$ cat src/rtl/mem_arbiter_if.sv
// -----------------------------------------------------------------------------
// mem_arbiter_if
// Bundles the fetch requester, data requester and memory-side signals of the
// unified-memory arbiter.
//   slave  : arbiter side. It takes requests and memory ready/rdata, and it
//            drives acks, read data, memory fields and stall.
//   master : environment side. It covers the requesters and the memory.
// Parameters: ADDR_WIDTH, DATA_WIDTH (byte enables are DATA_WIDTH/8 bits).
// -----------------------------------------------------------------------------
interface mem_arbiter_if #(
   parameter int ADDR_WIDTH = 32,
   parameter int DATA_WIDTH = 32
);
   // fetch port
   logic                    if_req_i;
   logic [ADDR_WIDTH-1:0]   if_addr_i;
   logic [DATA_WIDTH-1:0]   if_rdata_o;
   logic                    if_ack_o;
   // data (load/store) port
   logic                    d_req_i;
   logic                    d_we_i;
   logic [ADDR_WIDTH-1:0]   d_addr_i;
   logic [DATA_WIDTH-1:0]   d_wdata_i;
   logic [DATA_WIDTH/8-1:0] d_be_i;
   logic [DATA_WIDTH-1:0]   d_rdata_o;
   logic                    d_ack_o;
   // memory port
   logic                    mem_req_o;
   logic                    mem_we_o;
   logic [ADDR_WIDTH-1:0]   mem_addr_o;
   logic [DATA_WIDTH-1:0]   mem_wdata_o;
   logic [DATA_WIDTH/8-1:0] mem_be_o;
   logic [DATA_WIDTH-1:0]   mem_rdata_i;
   logic                    mem_ready_i;
   // pipeline stall
   logic                    stall_o;

   modport slave (
      input  if_req_i, if_addr_i,
      output if_rdata_o, if_ack_o,
      input  d_req_i, d_we_i, d_addr_i, d_wdata_i, d_be_i,
      output d_rdata_o, d_ack_o,
      output mem_req_o, mem_we_o, mem_addr_o, mem_wdata_o, mem_be_o,
      input  mem_rdata_i, mem_ready_i,
      output stall_o
   );

   modport master (
      output if_req_i, if_addr_i,
      input  if_rdata_o, if_ack_o,
      output d_req_i, d_we_i, d_addr_i, d_wdata_i, d_be_i,
      input  d_rdata_o, d_ack_o,
      input  mem_req_o, mem_we_o, mem_addr_o, mem_wdata_o, mem_be_o,
      output mem_rdata_i, mem_ready_i,
      input  stall_o
   );
endinterface

$ cat src/rtl/mem_arbiter.sv
// -----------------------------------------------------------------------------
// mem_arbiter
// Arbitrates a single-port unified memory between instruction fetch and the
// load/store path.
//   - The winning request is latched in IDLE.
//   - BUSY holds the memory request until mem_ready_i is seen.
//   - DONE returns a one-cycle ack to the owner.
// Data accesses have priority over fetch.
//
// Ports:
//   clk_i  : clock, rising edge
//   rst_ni : asynchronous active-low reset
//   bus    : mem_arbiter_if.slave, carrying the fetch, data, memory and
//            stall signals
//
// Optional feature, macro MEM_ARB_FAIR_EN:
//   defined   : starve counter present. After STARVE_LIMIT consecutive
//               contested data grants, fetch is forced through.
//   undefined : strict data priority.
// -----------------------------------------------------------------------------
module mem_arbiter #(
   parameter int ADDR_WIDTH   = 32,
   parameter int DATA_WIDTH   = 32,
   parameter int STARVE_LIMIT = 4
) (
   input  logic         clk_i,
   input  logic         rst_ni,
   mem_arbiter_if.slave bus
);
   localparam int BE_W = DATA_WIDTH/8;

   typedef enum logic [1:0] {IDLE, BUSY, DONE} state_t;

   state_t                r_state, w_state_nxt;
   logic                  r_gnt_d;       // 1 = data owns the transaction
   logic                  r_mem_we;
   logic [ADDR_WIDTH-1:0] r_mem_addr;
   logic [DATA_WIDTH-1:0] r_mem_wdata;
   logic [BE_W-1:0]       r_mem_be;
   logic [DATA_WIDTH-1:0] r_if_rdata;
   logic [DATA_WIDTH-1:0] r_d_rdata;

   logic w_any_req;
   logic w_pick_d;
   logic w_grant;
   logic w_capture;

   assign w_any_req = bus.if_req_i | bus.d_req_i;

`ifdef MEM_ARB_FAIR_EN
   localparam logic [3:0] LIM = 4'(STARVE_LIMIT);
   logic [3:0] r_starve_cnt;

   // Data wins unless fetch is also waiting and has been passed over
   // LIM times in a row.
   assign w_pick_d = bus.d_req_i & ~(bus.if_req_i & (r_starve_cnt == LIM));

   always_ff @(posedge clk_i or negedge rst_ni) begin
      if (!rst_ni) begin
         r_starve_cnt <= '0;
      end else if (w_grant) begin
         if (w_pick_d && bus.if_req_i)
            r_starve_cnt <= (r_starve_cnt == LIM) ? r_starve_cnt : r_starve_cnt + 4'd1;
         else
            r_starve_cnt <= '0;
      end
   end
`else
   assign w_pick_d = bus.d_req_i;
`endif

   // FSM: state register
   always_ff @(posedge clk_i or negedge rst_ni) begin
      if (!rst_ni) r_state <= IDLE;
      else         r_state <= w_state_nxt;
   end

   // FSM: next state and decoded outputs. mem_req_o and the acks are decoded
   // from the registered state, so reset clears them asynchronously.
   always_comb begin
      w_state_nxt  = r_state;
      w_grant      = 1'b0;
      w_capture    = 1'b0;
      bus.mem_req_o = 1'b0;
      bus.if_ack_o  = 1'b0;
      bus.d_ack_o   = 1'b0;
      case (r_state)
         IDLE: begin
            if (w_any_req) begin
               w_grant     = 1'b1;
               w_state_nxt = BUSY;
            end
         end
         BUSY: begin
            bus.mem_req_o = 1'b1;
            if (bus.mem_ready_i) begin
               w_capture   = 1'b1;
               w_state_nxt = DONE;
            end
         end
         DONE: begin
            // No grant here. This gives requesters a cycle to drop their
            // request after the ack.
            bus.if_ack_o = ~r_gnt_d;
            bus.d_ack_o  = r_gnt_d;
            w_state_nxt  = IDLE;
         end
         default: w_state_nxt = IDLE;
      endcase
   end

   // Transaction fields and read-data registers
   always_ff @(posedge clk_i or negedge rst_ni) begin
      if (!rst_ni) begin
         r_gnt_d     <= 1'b0;
         r_mem_we    <= 1'b0;
         r_mem_addr  <= '0;
         r_mem_wdata <= '0;
         r_mem_be    <= '0;
         r_if_rdata  <= '0;
         r_d_rdata   <= '0;
      end else begin
         if (w_grant) begin
            r_gnt_d <= w_pick_d;
            if (w_pick_d) begin
               r_mem_we    <= bus.d_we_i;
               r_mem_addr  <= bus.d_addr_i;
               r_mem_wdata <= bus.d_wdata_i;
               r_mem_be    <= bus.d_be_i;
            end else begin
               // Fetch is always a full-word read. wdata keeps its old value.
               r_mem_we   <= 1'b0;
               r_mem_addr <= bus.if_addr_i;
               r_mem_be   <= '1;
            end
         end
         // Read data is captured on stores too. That value carries no meaning.
         if (w_capture) begin
            if (r_gnt_d) r_d_rdata  <= bus.mem_rdata_i;
            else         r_if_rdata <= bus.mem_rdata_i;
         end
      end
   end

   assign bus.mem_we_o    = r_mem_we;
   assign bus.mem_addr_o  = r_mem_addr;
   assign bus.mem_wdata_o = r_mem_wdata;
   assign bus.mem_be_o    = r_mem_be;
   assign bus.if_rdata_o  = r_if_rdata;
   assign bus.d_rdata_o   = r_d_rdata;

   assign bus.stall_o = (bus.if_req_i & ~bus.if_ack_o) | (bus.d_req_i & ~bus.d_ack_o);

endmodule

$ cat src/flat_wrapper.sv
// flat-port wrapper written by rule: the top's interface ports become plain ports
module mem_arbiter_flat 
#(
   parameter int ADDR_WIDTH   = 32,
   parameter int DATA_WIDTH   = 32,
   parameter int STARVE_LIMIT = 4
)
  (clk_i, rst_ni, bus_if_req_i, bus_if_addr_i, bus_if_rdata_o, bus_if_ack_o, bus_d_req_i, bus_d_we_i, bus_d_addr_i, bus_d_wdata_i, bus_d_be_i, bus_d_rdata_o, bus_d_ack_o, bus_mem_req_o, bus_mem_we_o, bus_mem_addr_o, bus_mem_wdata_o, bus_mem_be_o, bus_mem_rdata_i, bus_mem_ready_i, bus_stall_o);
  mem_arbiter_if #(.ADDR_WIDTH(ADDR_WIDTH), .DATA_WIDTH(DATA_WIDTH)) bus_i ();
  input  logic clk_i;
  input  logic rst_ni;
  input wire logic [$bits(bus_i.if_req_i)-1:0] bus_if_req_i;
  input wire logic [$bits(bus_i.if_addr_i)-1:0] bus_if_addr_i;
  output wire logic [$bits(bus_i.if_rdata_o)-1:0] bus_if_rdata_o;
  output wire logic [$bits(bus_i.if_ack_o)-1:0] bus_if_ack_o;
  input wire logic [$bits(bus_i.d_req_i)-1:0] bus_d_req_i;
  input wire logic [$bits(bus_i.d_we_i)-1:0] bus_d_we_i;
  input wire logic [$bits(bus_i.d_addr_i)-1:0] bus_d_addr_i;
  input wire logic [$bits(bus_i.d_wdata_i)-1:0] bus_d_wdata_i;
  input wire logic [$bits(bus_i.d_be_i)-1:0] bus_d_be_i;
  output wire logic [$bits(bus_i.d_rdata_o)-1:0] bus_d_rdata_o;
  output wire logic [$bits(bus_i.d_ack_o)-1:0] bus_d_ack_o;
  output wire logic [$bits(bus_i.mem_req_o)-1:0] bus_mem_req_o;
  output wire logic [$bits(bus_i.mem_we_o)-1:0] bus_mem_we_o;
  output wire logic [$bits(bus_i.mem_addr_o)-1:0] bus_mem_addr_o;
  output wire logic [$bits(bus_i.mem_wdata_o)-1:0] bus_mem_wdata_o;
  output wire logic [$bits(bus_i.mem_be_o)-1:0] bus_mem_be_o;
  input wire logic [$bits(bus_i.mem_rdata_i)-1:0] bus_mem_rdata_i;
  input wire logic [$bits(bus_i.mem_ready_i)-1:0] bus_mem_ready_i;
  output wire logic [$bits(bus_i.stall_o)-1:0] bus_stall_o;
  assign bus_i.if_req_i = bus_if_req_i;
  assign bus_i.if_addr_i = bus_if_addr_i;
  assign bus_if_rdata_o = bus_i.if_rdata_o;
  assign bus_if_ack_o = bus_i.if_ack_o;
  assign bus_i.d_req_i = bus_d_req_i;
  assign bus_i.d_we_i = bus_d_we_i;
  assign bus_i.d_addr_i = bus_d_addr_i;
  assign bus_i.d_wdata_i = bus_d_wdata_i;
  assign bus_i.d_be_i = bus_d_be_i;
  assign bus_d_rdata_o = bus_i.d_rdata_o;
  assign bus_d_ack_o = bus_i.d_ack_o;
  assign bus_mem_req_o = bus_i.mem_req_o;
  assign bus_mem_we_o = bus_i.mem_we_o;
  assign bus_mem_addr_o = bus_i.mem_addr_o;
  assign bus_mem_wdata_o = bus_i.mem_wdata_o;
  assign bus_mem_be_o = bus_i.mem_be_o;
  assign bus_i.mem_rdata_i = bus_mem_rdata_i;
  assign bus_i.mem_ready_i = bus_mem_ready_i;
  assign bus_stall_o = bus_i.stall_o;
  mem_arbiter #(.ADDR_WIDTH(ADDR_WIDTH), .DATA_WIDTH(DATA_WIDTH), .STARVE_LIMIT(STARVE_LIMIT)) u_core (.clk_i(clk_i), .rst_ni(rst_ni), .bus(bus_i));
endmodule
$ cat config.mk
export PLATFORM = sky130hd
export DESIGN_NAME = mem_arbiter_flat
export DESIGN_NICKNAME = d
export VERILOG_FILES = /design/src/rtl/mem_arbiter_if.sv /design/src/rtl/mem_arbiter.sv /design/src/flat_wrapper.sv
export SDC_FILE = /design/constraint.sdc
export NUM_CORES = 1
export LEC_CHECK = 0
export ABC_AREA = 1
export CAP_MARGIN = 20
export CORE_UTILIZATION = 52
export DETAILED_ROUTE_END_ITERATION = 6
export DONT_BUFFER_PORTS = 1
export HOLD_SLACK_MARGIN = 0.05
export PLACE_DENSITY = 0.67
export SLEW_MARGIN = 20
export SYNTH_ARGS = -nofsm -noshare
export SYNTH_HDL_FRONTEND = slang
export SYNTH_SLANG_ARGS = --single-unit
$ cat constraint.sdc
create_clock -name clk_i -period 1.8 [get_ports clk_i]
set_clock_uncertainty 0.2 [all_clocks]
set_input_delay 0.27 -clock clk_i [delete_from_list [all_inputs] [get_ports clk_i]]
set_output_delay 0.27 -clock clk_i [all_outputs]
set_load 0.05 [all_outputs]
# Word level (Yosys, flattened, before mapping)
# Cells that the tools add are included.
# Widths: inputs -> output; s select.
totals:
  regBits: 136
  in_bits: 138
  out_inout_bits: 137
op_classes:
  eq_ne: 4
  bitwise: 7
  n_mux: 13
  reduce_logical: 5
ops:
  columns: ["op", "n"]
  rows:
  - ["$mux 32", 1]
  - ["$mux 1", 8]
  - ["$reduce_and 2->1", 4]
  - ["$mux 2", 2]
  - ["$mux 4", 1]
  - ["$pmux 2 s2", 1]
  - ["$not 1->1", 3]
  - ["$and 1x1->1", 2]
  - ["$eq 2x1->1 const B", 1]
  - ["$eq 2x2->1 const B", 1]
  - ["$logic_not 2->1", 1]
  - ["$ne 2x1->1 const B", 1]
  - ["$ne 2x2->1 const B", 1]
  - ["$or 1x1->1", 2]

# Logic depth before layout (Yosys ltp)
# Gate-level depths: netlist (run 1).
logic_depth:
  depth_word: 5
  mapped_depth: 7
  ltp_nobuf: 5

# Least setup slack after synthesis (run 1)
# OpenSTA, ideal clock, no wires.
synth_timing:
  path_kind: "register -> output"
  from: "register u_core.r_gnt_d"
  to: "output port bus_d_ack_o"
  required_ns: 1.330
  stages_incl_launch_ff: 5
  arrival_ns: 1.406
  slack_ns: -0.076
  n_path_buf: 2
  cell_sequence: "dfrtp_1 > buf_2 > inv_2 > clkbuf_1 > nor2_1"
synth_between:
  elab_chain_len: 1
synth_rtl:
  columns: ["element", "line_no", "text"]
  rows:
  - ["start: declaration", "mem_arbiter.sv:35", "logic r_gnt_d;"]
  - ["start signal: assignment", "mem_arbiter.sv:124", "r_gnt_d <= w_pick_d;"]
  - ["$mux 1", "mem_arbiter.sv:87", "case (r_state)"]
  - ["end: declaration", "flat_wrapper.sv:22", "output wire logic [$bits(bus_i.d_ack_o)-1:0] bus_d_ack_o;"]
# No other way between the ends.

# Worst setup path in the final report (run 1)
layout_timing:
  from: "register u_core.r_state[0]"
  to: "output port bus_stall_o"
layout_between:
  elab_chain_len: 5
  elab_cells_between_ends: 8
  cone_classes: "eq/ne: 1; mux: 2; bitwise: 5"
layout_rtl:
  columns: ["element", "line_no", "text"]
  rows:
  - ["start: declaration", "mem_arbiter.sv:34", "state_t r_state, w_state_nxt;"]
  - ["start signal: assignment", "mem_arbiter.sv:75", "else r_state <= w_state_nxt;"]
  - ["$eq 2x2->1 (*)", "mem_arbiter.sv:87", null]
  - ["$mux 1", "mem_arbiter.sv:87", null]
  - ["$not 1->1", "mem_arbiter.sv:152", "assign bus.stall_o = (bus.if_req_i & ~bus.if_ack_o) | (bus.d_req_i & ~bus.d_ack_o);"]
  - ["$and 1x1->1", "mem_arbiter.sv:152", null]
  - ["$or 1x1->1 (*)", "mem_arbiter.sv:152", null]
  - ["end: declaration", "flat_wrapper.sv:30", "output wire logic [$bits(bus_i.stall_o)-1:0] bus_stall_o;"]
# Mark *: on every way between the ends. The rest lies on a longest branch, timed or not.

==> results of run 1 <==
==> synth_stat cells, drive strengths merged <==
cell	number	area (um^2)
buf	31	163
clkbuf	16	60.1
clkinv	1	3.75
dfrtp	136	3400
inv	5	18.8
nand2	437	1640
nand4	66	413
nor2	6	32.5
nor3	1	5.00
o21ai	4	20.0
or2	4	25.0
==> final cells by class <==
cell class	instances	share of cell area [%]
clock inverters	13	1.44
multi-input cells	518	26.2
inverters	6	0.303
well taps	140	2.12
clock buffers	19	5.22
flip-flops and latches	136	41.2
repair buffers	187	23.5
diodes	1	0.0303
==> power by group <==
part / leakage [uW] / internal [uW] / switching (uW)
clock network: 0.000261 / 1880 / 1340
registers: 0.00169 / 4380 / 6110
logic: 0.00231 / 1590 / 2360
total: 0.00426 / 7850 / 9810
==> worst max-delay path, delay by kind of cell, from the launching register on <==
family | cells | cell delay [ns]
DFF | 1 | 0.39
buffers and inverters | 2 | 0.25
and+or+nand+nor | 2 | 0.15
AOI/OAI and AO/OA | 1 | 0.12
==> registers in the layout, summed over array words and instances (netlist names) <==
register / cells
u_core.r_state: 2
u_core.bus.d_rdata_o: 32
u_core.bus.mem_wdata_o: 32
u_core.bus.mem_be_o: 4
u_core.r_gnt_d: 1
u_core.bus.if_rdata_o: 32
u_core.bus.mem_addr_o: 32
u_core.bus.mem_we_o: 1
==> metal layers <==
layer / track usage [%] / vias to the layer above / wire [um]
met5: 0 / - / 0
met4: 23.3 / 0 / 1140
met3: 7.99 / 91 / 1580
met2: 55.7 / 361 / 9370
met1: 37.3 / 2759 / 7050
li1: - / 2556 / -
==> cells in the final DEF (no fill, tap or decap), drive strengths merged <==
cell type    synthesis  final
nor3                 1      1
o21ai                4      4
nand4               66     66
nand2              437    437
dfrtp              136    136
clkinvlp             0      4
buf                 31     22
or2                  4      4
clkinv               1      5
nor2                 6      6
bufbuf               0      2
inv                  5      9
bufinv               0      1
clkbuf              16     20
dlygate4sd3          0    162
diode                0      1
==> worst min-delay path by stage <==
stage | end | slack, ns
2_1_floorplan | u_core.bus.d_rdata_o[0] | -0.23
3_3_place_gp | u_core.bus.d_rdata_o[10] | -0.22
3_5_place_dp | u_core.bus.d_rdata_o[10] | -0.22
4_1_cts | u_core.bus.d_rdata_o[10] | -0.77
5_1_grt | u_core.bus.d_rdata_o[10] | -0.78
6_report | u_core.bus.d_rdata_o[10] | -0.75
==> logic make-up after synthesis <==
group,share of synthesized area [%]
AO/OA/AOI/OAI,0.346
buffers and inverters,4.24
flip-flops,58.8
AND/OR/NAND/NOR,36.6
==> what timing repair did <==
action,4_1_cts,5_1_grt
endpoints found under the hold margin,272,136
resized for setup,9,4
setup endpoints to repair,4,31
pin swaps,3,2
cloned,2,1
setup buffers,4,1
==> stage by stage <==
| stage | TNS (ns) | instance area (um^2) | cells | power, uW | utilization, % |
|---|---|---|---|---|---|
| 6_report | -0.207 | 8260 | 1020 | 17700 | 76.2 |
| 5_1_grt | -0.432 | 8260 | 1020 | 18400 | 76.2 |
| 4_1_cts | -0.332 | 8240 | 1017 | 17500 | 76.0 |
| 3_5_place_dp | 0 | 5920 | 816 | 13600 | 54.6 |
| 3_3_place_gp | 0 | 5920 | 816 | 13400 | 54.6 |
| 2_1_floorplan | 0 | 5790 | 707 | 12500 | - |
==> impl_metrics.json, run 1 <==
{
  "number_of_optimization_iterations_in_the_first_detailed_route_pass": 7,
  "run_status": "finished with violations",
  "totalWireLength_um": 19100,
  "maxSlewHeadroom_pct": 63.3,
  "core.rowCount": 38,
  "ioPinCount": 275,
  "netlist_area_before_placement_mm2": 0.00578,
  "p_leak_uw": 0.00426,
  "hold-worst-slack_ns": -0.749,
  "synthesis.instances": 707,
  "slowest_stage_cell_on_the_critical_path": "sky130_fd_sc_hd__dfrtp_1",
  "tritoncts": "built",
  "power.density_mw_per_mm2": 2140,
  "worstSetupEndpoint": "bus_stall_o",
  "grt_overflow_total": 0,
  "fmax_ghz": 0.532,
  "final.period_utilization_pct": 105,
  "final-setup-viol-count": 4,
  "clock-root-buffer": "sky130_fd_sc_hd__clkbuf_8",
  "starting_density_of_the_core_pct": 53.4,
  "routed_length_per_instance_um": 18.8,
  "area_of_the_die_mm2": 0.0115,
  "cp.required_ns": 1.33,
  "syn_area_per_cell_um2": 8.18,
  "layout.area.seq_mm2": 0.00341,
  "layout-drive-gt1-share_pct": 8.19,
  "cts_hold_repair.buffers": 163,
  "synthDistinctLibCells": 17,
  "worst_slew_pin_slew_ns": 0.551,
  "port_buffers": 0,
  "timing.setup.critical_path_class": "flop to primary output",
  "route.antenna.remaining_nets": 0,
  "chain_of_cells_forming_the_critical_path": "inv_2 -> nand2_4 -> o21ai_1 -> nand2_1 -> buf_6",
  "slew_violations": 0,
  "crit_fanout": 4,
  "areaGrowthSynthToFinish_pct": 42.8,
  "drc_viols": 2,
  "grt_setup_unrepaired": "yes",
  "viasPerCell": 5.65,
  "multi_input_comb_area_mm2": 0.00216,
  "synth_seq_cells": 136,
  "fin_ws_ns": -0.0813,
  "cts_max_path_buffers": 2,
  "grt_max_degree": 137,
  "grt_pass1_vias": 5838,
  "arr_time_crit_path_ns": 1.41,
  "synth.yosys.warnings": 0,
  "hold_viol_final": 136,
  "seq_area_frac_synth_pct": 58.8,
  "critical_path_launch_point": "u_core.r_state[0]",
  "crit_path_max_incr_delay_ns": 0.39,
  "tritoncts.num_buffers": 17,
  "nets": 1004,
  "r2r_start": "u_core.r_state[0]",
  "antenna_found_initial": 1,
  "power.ir.vdd_worst_mv": 1.18,
  "finalCriticalPeriod_ns": 1.88,
  "place_worst_setup_slack_ns": 0.156,
  "die_h_um": 107,
  "die_width_um": 107,
  "number_of_nets_in_the_synthesized_netlist": 845,
  "timing.critical_path.to_type": "primary output",
  "violated_checks": "DRC, hold timing, setup timing",
  "worstHoldPathType": "input port to async pin",
  "route.vias.total": 5767,
  "clkSlewWorstSetupHoldPaths_ns": 0.06,
  "grt_pass1_wl_um": 29000,
  "worst_r2r_endpoint": "u_core.bus.if_rdata_o[13]",
  "detailed_place_hpwl_um": 9910,
  "cts.sinks": 136,
  "core-area_mm2": 0.0108,
  "htree_levels": 4,
  "clkLatencyLatePin_ns": 0.51,
  "worst_setup_path_start_kind": "flop",
  "flop_to_flop_setup_slack_ns": 0.13,
  "grt.total_usage_pct": 33.2,
  "gp_congestion": 0.806,
  "fillCellCount": 719,
  "max-cap-violations": 0,
  "timing.reg2reg.worst_path_depth": 8,
  "drt-initial-drc-count": 594
}
Note: power is estimated with default switching activity, not from simulation.
==> run 2, diff against run 1 <==
--- a/config.mk
+++ b/config.mk
@@ -7,11 +7,11 @@
 export LEC_CHECK = 0
 export ABC_AREA = 1
 export CAP_MARGIN = 20
-export CORE_UTILIZATION = 52
+export CORE_UTILIZATION = 53
 export DETAILED_ROUTE_END_ITERATION = 6
 export DONT_BUFFER_PORTS = 1
 export HOLD_SLACK_MARGIN = 0.05
-export PLACE_DENSITY = 0.67
+export PLACE_DENSITY = 0.68
 export SLEW_MARGIN = 20
 export SYNTH_ARGS = -nofsm -noshare
 export SYNTH_HDL_FRONTEND = slang
==> run 2 against run 1 <==
Compared with the run above: the run ends with hold timing, setup timing left; critical endpoint unchanged; design area is 1.5% lower; via count is 1.0% lower; routed wire length is 1.0% lower; largest power group unchanged; register-to-register slack worse by 0.03 ns.
==> impl_metrics.json, run 2 (synthesis gave the netlist of run 1 again) <==
{
  "tritoncts.num_buffers": 17,
  "fin_ws_ns": -0.136,
  "violated_checks": "hold timing, setup timing",
  "die_width_um": 106,
  "totalWireLength_um": 18900,
  "htree_levels": 4,
  "grt_setup_unrepaired": "yes",
  "core-area_mm2": 0.0105,
  "setup-tns-final_ns": -0.329,
  "layout_commonest_cell": "sky130_fd_sc_hd__nand2_1",
  "r2r_start": "u_core.r_state[0]",
  "slowest_stage_cell_on_the_critical_path": "sky130_fd_sc_hd__dfrtp_1",
  "grt_pass1_wl_um": 29200,
  "chain_of_cells_forming_the_critical_path": "inv_2 -> nand2_4 -> o21ai_2 -> nand2_2 -> buf_6",
  "area_of_the_die_mm2": 0.0113,
  "cts_hold_repair.buffers": 141,
  "crit_path_max_incr_delay_ns": 0.40,
  "worst_setup_path_start_kind": "flop",
  "grt_max_degree": 137,
  "worstSetupPathDepth": 5,
  "grt_overflow_total": 0,
  "fmax_ghz": 0.517,
  "slew_violations": 0,
  "max-cap-violations": 0,
  "timing.critical_path.to_type": "primary output",
  "power.ir.vdd_worst_mv": 1.22,
  "post-route-util_pct": 77.8,
  "final.period_utilization_pct": 108,
  "port_buffers": 0,
  "p_leak_uw": 0.00427,
  "nets": 986,
  "run_status": "finished with violations",
  "cts_max_path_buffers": 2,
  "core.rowCount": 37,
  "place_worst_setup_slack_ns": 0.143,
  "detailed_place_hpwl_um": 9870,
  "die_h_um": 106,
  "areaGrowthSynthToFinish_pct": 40.8,
  "multi_input_comb_area_mm2": 0.00217,
  "starting_density_of_the_core_pct": 55.3,
  "gp_congestion": 0.824,
  "layout.area.seq_mm2": 0.00341,
  "final_cell_mix": "435 x sky130_fd_sc_hd__nand2_1, 138 x sky130_fd_sc_hd__dlygate4sd3_1, 134 x sky130_fd_sc_hd__dfrtp_1",
  "finalCriticalPeriod_ns": 1.94,
  "hold_viol_final": 136,
  "flop_to_flop_setup_slack_ns": 0.10,
  "viasPerCell": 5.74,
  "clock-root-buffer": "sky130_fd_sc_hd__clkbuf_8",
  "number_of_optimization_iterations_in_the_first_detailed_route_pass": 5,
  "ioPinCount": 275,
  "cts.sinks": 136,
  "power.density_mw_per_mm2": 2210,
  "arr_time_crit_path_ns": 1.47,
  "clkSlewWorstSetupHoldPaths_ns": 0.06,
  "routed_length_per_instance_um": 19.0,
  "timing.setup.critical_path_class": "flop to primary output",
  "tritoncts": "built",
  "clkLatencyLatePin_ns": 0.51,
  "timing.reg2reg.worst_path_depth": 6,
  "crit_fanout": 4,
  "cp.required_ns": 1.33,
  "layout-drive-gt1-share_pct": 9.08,
  "route.vias.total": 5707,
  "path_buf_inv": 2,
  "worstHoldPathType": "input port to async pin",
  "antenna_cells_inserted": 0,
  "drc_viols": 0,
  "worst_slew_pin_slew_ns": 0.539,
  "fillCellCount": 612,
  "grt.total_usage_pct": 33.5,
  "antenna_found_initial": 0,
  "route.antenna.remaining_nets": 0,
  "hold-worst-slack_ns": -0.756,
  "maxSlewHeadroom_pct": 64.1,
  "worst_r2r_endpoint": "u_core.bus.mem_wdata_o[21]",
  "drt-initial-drc-count": 607,
  "grt_pass1_vias": 5884,
  "critical_path.top_delay_family": "flip-flops",
  "final-setup-viol-count": 4
}
==> run 2: changes by cell type in the layout (fill, tap and decap cells not counted), moves of 2 or more <==
cell,before,now
sky130_fd_sc_hd__dlygate4sd3_1,162,138
sky130_fd_sc_hd__buf_4,14,17
sky130_fd_sc_hd__inv_6,4,1
sky130_fd_sc_hd__bufinv_16,1,3
==> run 2: how the worst max path moves through the flow <==
stage                                 start           to  slack, ns
final                     u_core.r_state[0]  bus_stall_o      -0.14
after global routing      u_core.r_state[0]  bus_stall_o      -0.17
after floorplan              u_core.r_gnt_d  bus_d_ack_o       0.14
after CTS                 u_core.r_state[0]  bus_stall_o      -0.15
after global placement       u_core.r_gnt_d  bus_stall_o       0.21
after detailed placement     u_core.r_gnt_d  bus_stall_o       0.14
==> run 2: stage by stage <==
step           total power (uW)  instances  cell area [um^2]  hold WS [ns]
2_1_floorplan             12500        707              5790        -0.226
3_3_place_gp              13400        814              5920        -0.223
3_5_place_dp              13600        814              5920        -0.223
4_1_cts                   17800        991              8080        -0.783
5_1_grt                   18800        995              8140        -0.777
6_report                  18000        995              8140        -0.756
==> run 2: what timing repair did <==
item                                    4_1_cts  5_1_grt
endpoints found under the setup margin        4       12
endpoints found under the hold margin       272      136
buffers inserted                              3        1
pin swaps                                     1        2
resized for setup                            10        4
cloned                                        3        3
==> run 2: report_power, final <==
| part | total, uW | switching [uW] | internal, uW |
|---|---|---|---|
| logic | 4110 | 2430 | 1670 |
| registers | 10500 | 6100 | 4380 |
| clock network | 3430 | 1300 | 2130 |
| total | 18000 | 9840 | 8180 |
==> run 2: layer usage <==
metal,vias up,share of wire (%),GRT usage [%]
met5,-,0,0
met4,0,4.0,19.2
met3,73,9.5,9.93
met2,390,50,56.6
met1,2731,36,37.6
li1,2513,-,-
==> run 2: final cells by class <==
| cell class | instances | share of cell area, % |
|---|---|---|
| tap | 136 | 2.09 |
| inverter | 6 | 0.292 |
| multi-input combinational | 518 | 26.6 |
| timing repair buffer | 169 | 22.0 |
| clock buffer | 18 | 5.26 |
| sequential | 136 | 41.8 |
| clock inverter | 12 | 1.87 |
==> run 3, diff against run 2 <==
--- a/config.mk
+++ b/config.mk
@@ -7,6 +7,7 @@
 export LEC_CHECK = 0
 export ABC_AREA = 1
 export CAP_MARGIN = 20
+export CORE_ASPECT_RATIO = 0.5
 export CORE_UTILIZATION = 53
 export DETAILED_ROUTE_END_ITERATION = 6
 export DONT_BUFFER_PORTS = 1
==> run 3 against run 2 <==
Compared with the run above: the run still ends with hold timing, setup timing left; design area down 0.65%; worst hold slack improved by 0.11 ns; register-to-register slack better by 0.05 ns; clock power increased by 13%; critical path type unchanged; largest power group unchanged.
==> impl_metrics.json, run 3 (synthesis gave the netlist of run 1 again) <==
{
  "run_status": "finished with violations",
  "violated_checks": "hold timing, setup timing",
  "areaGrowthSynthToFinish_pct": 39.8,
  "power.ir.vdd_worst_mv": 1.09,
  "setup-tns-final_ns": -0.0208,
  "gp_congestion": 0.756,
  "post-route-util_pct": 77.7,
  "grt_use_met3_pct": 7.96,
  "grt_max_degree": 137,
  "maxSlewHeadroom_pct": 63.5,
  "grt.total_usage_pct": 31.4,
  "core.rowCount": 26,
  "fin_ws_ns": -0.0208,
  "power.density_mw_per_mm2": 2250,
  "route.vias.total": 5541,
  "timing.reg2reg.worst_path_depth": 6,
  "timing.critical_path.to_type": "primary output",
  "worst_setup_path_start_kind": "flop",
  "critical_path_launch_point": "u_core.r_state[0]",
  "htree_levels": 4,
  "clock-root-buffer": "sky130_fd_sc_hd__clkbuf_16",
  "ioPinCount": 275,
  "tritoncts.num_buffers": 17,
  "p_leak_uw": 0.00424,
  "cts_max_path_buffers": 2,
  "layout-drive-gt1-share_pct": 8.33,
  "number_of_optimization_iterations_in_the_first_detailed_route_pass": 7,
  "area_of_the_die_mm2": 0.0114,
  "r2r_start": "u_core.r_state[0]",
  "fillCellCount": 647,
  "drt-initial-drc-count": 518,
  "core-area_mm2": 0.0104,
  "final-setup-viol-count": 1,
  "grt_overflow_total": 0,
  "die_h_um": 75.9,
  "nets": 978,
  "worstSetupEndpoint": "bus_stall_o",
  "viasPerCell": 5.59,
  "slew_violations": 0,
  "antenna_found_initial": 0,
  "cts_hold_repair.buffers": 137,
  "hold_viol_final": 200,
  "hold-worst-slack_ns": -0.649,
  "detailed_place_hpwl_um": 9480,
  "chain_of_cells_forming_the_critical_path": "inv_2 -> nand2_4 -> o21ai_2 -> nand2_1 -> buf_6",
  "die_width_um": 150,
  "layout.cell_area.non_filler_mm2": 0.00809,
  "crit_path_max_incr_delay_ns": 0.40,
  "port_buffers": 0,
  "slowest_stage_cell_on_the_critical_path": "sky130_fd_sc_hd__dfrtp_1",
  "final_cell_mix": "436 x sky130_fd_sc_hd__nand2_1, 137 x sky130_fd_sc_hd__dlygate4sd3_1, 134 x sky130_fd_sc_hd__dfrtp_1",
  "routed_length_per_instance_um": 18.5,
  "cts.sinks": 136,
  "timing.setup.critical_path_class": "flop to primary output",
  "route.antenna.remaining_nets": 0,
  "antenna_cells_inserted": 0,
  "final.period_utilization_pct": 101,
  "clkSlewWorstSetupHoldPaths_ns": 0.06,
  "worstHoldPathType": "input port to async pin",
  "drc_viols": 0,
  "max-cap-violations": 0,
  "layout_commonest_cell": "sky130_fd_sc_hd__nand2_1",
  "worst_r2r_endpoint": "u_core.bus.mem_wdata_o[12]",
  "arr_time_crit_path_ns": 1.35,
  "tritoncts": "built",
  "top_usage_layer": "met2",
  "finalCriticalPeriod_ns": 1.82,
  "grt_setup_unrepaired": "yes",
  "clkLatencyLatePin_ns": 0.41,
  "use_met2_pct": 54.7,
  "crit_fanout": 4,
  "grt_pass1_wl_um": 27000,
  "worst_slew_pin_slew_ns": 0.545,
  "totalWireLength_um": 18400,
  "flop_to_flop_setup_slack_ns": 0.15,
  "grt_pass1_vias": 5388,
  "place_area_mm2": 0.00592,
  "globalRouteMet1Util_pct": 37.5,
  "starting_density_of_the_core_pct": 55.6,
  "cp.required_ns": 1.33,
  "fmax_ghz": 0.549
}
## run 3: changes by cell type in the layout (fill, tap and decap cells not counted), moves of 2 or more
| cell | change |
|---|---|
| sky130_fd_sc_hd__clkinv_4 | +4 |
| sky130_fd_sc_hd__buf_6 | -2 |
| sky130_fd_sc_hd__inv_6 | +2 |
| sky130_fd_sc_hd__clkinv_2 | -4 |
| sky130_fd_sc_hd__clkinvlp_4 | -4 |
| sky130_fd_sc_hd__clkbuf_8 | -2 |
| sky130_fd_sc_hd__bufinv_16 | +2 |
## run 3: metal layers
metal | share of wire (%) | up-vias
li1 | - | 2503
met1 | 38 | 2662
met2 | 50 | 311
met3 | 8.4 | 65
met4 | 3.1 | 0
met5 | 0 | -
## run 3: worst min-delay path by stage
stage / endpoint / slack [ns]
2_1_floorplan: u_core.bus.d_rdata_o[0] / -0.23
3_3_place_gp: u_core.bus.mem_addr_o[7] / -0.22
3_5_place_dp: u_core.bus.mem_addr_o[13] / -0.22
4_1_cts: u_core.bus.mem_wdata_o[23] / -0.66
5_1_grt: u_core.bus.mem_addr_o[13] / -0.67
6_report: u_core.bus.mem_addr_o[13] / -0.65
## run 3: what timing repair did
item / CTS / global route
setup buffers: 2 / 2
setup endpoints to repair: 4 / 4
resized for setup: 5 / 5
hold endpoints to repair: 272 / 200
pin swaps: 0 / 1
gates cloned: 2 / 1
## run 3: metrics by stage
| stage | setup slack (ns) | std cells | hold WS [ns] | power (uW) |
|---|---|---|---|---|
| 2_1_floorplan | 0.137 | 707 | -0.226 | 12500 |
| 3_3_place_gp | 0.269 | 817 | -0.222 | 13400 |
| 3_5_place_dp | 0.273 | 817 | -0.224 | 13600 |
| 4_1_cts | -0.0210 | 989 | -0.664 | 18000 |
| 5_1_grt | -0.0767 | 992 | -0.666 | 18900 |
| 6_report | -0.0208 | 992 | -0.649 | 18200 |
## run 3: power breakdown
part	leakage [uW]	total [uW]	switching [uW]	internal, uW
Combinational	0.00223	3890	2330	1560
Clock	0.000316	3860	1380	2480
Sequential	0.00169	10500	6070	4380
## run 3: final cells by class
class	instances	area, um^2	area share [%]
Sequential cell	136	3410	42.1
Multi-Input combinational cell	518	2170	26.9
Clock buffer	18	429	5.31
Inverter	6	22.5	0.278
Timing Repair Buffer	161	1660	20.6
Tap cell	140	175	2.17
Clock inverter	13	220	2.72
## run 3: worst max-delay path, delay by kind of cell (launching register included)
kind	cells	cell delay [ns]
flip-flops	1	0.40
AO/OA/AOI/OAI	1	0.11
buffers and inverters	2	0.27
AND/OR/NAND/NOR	2	0.15
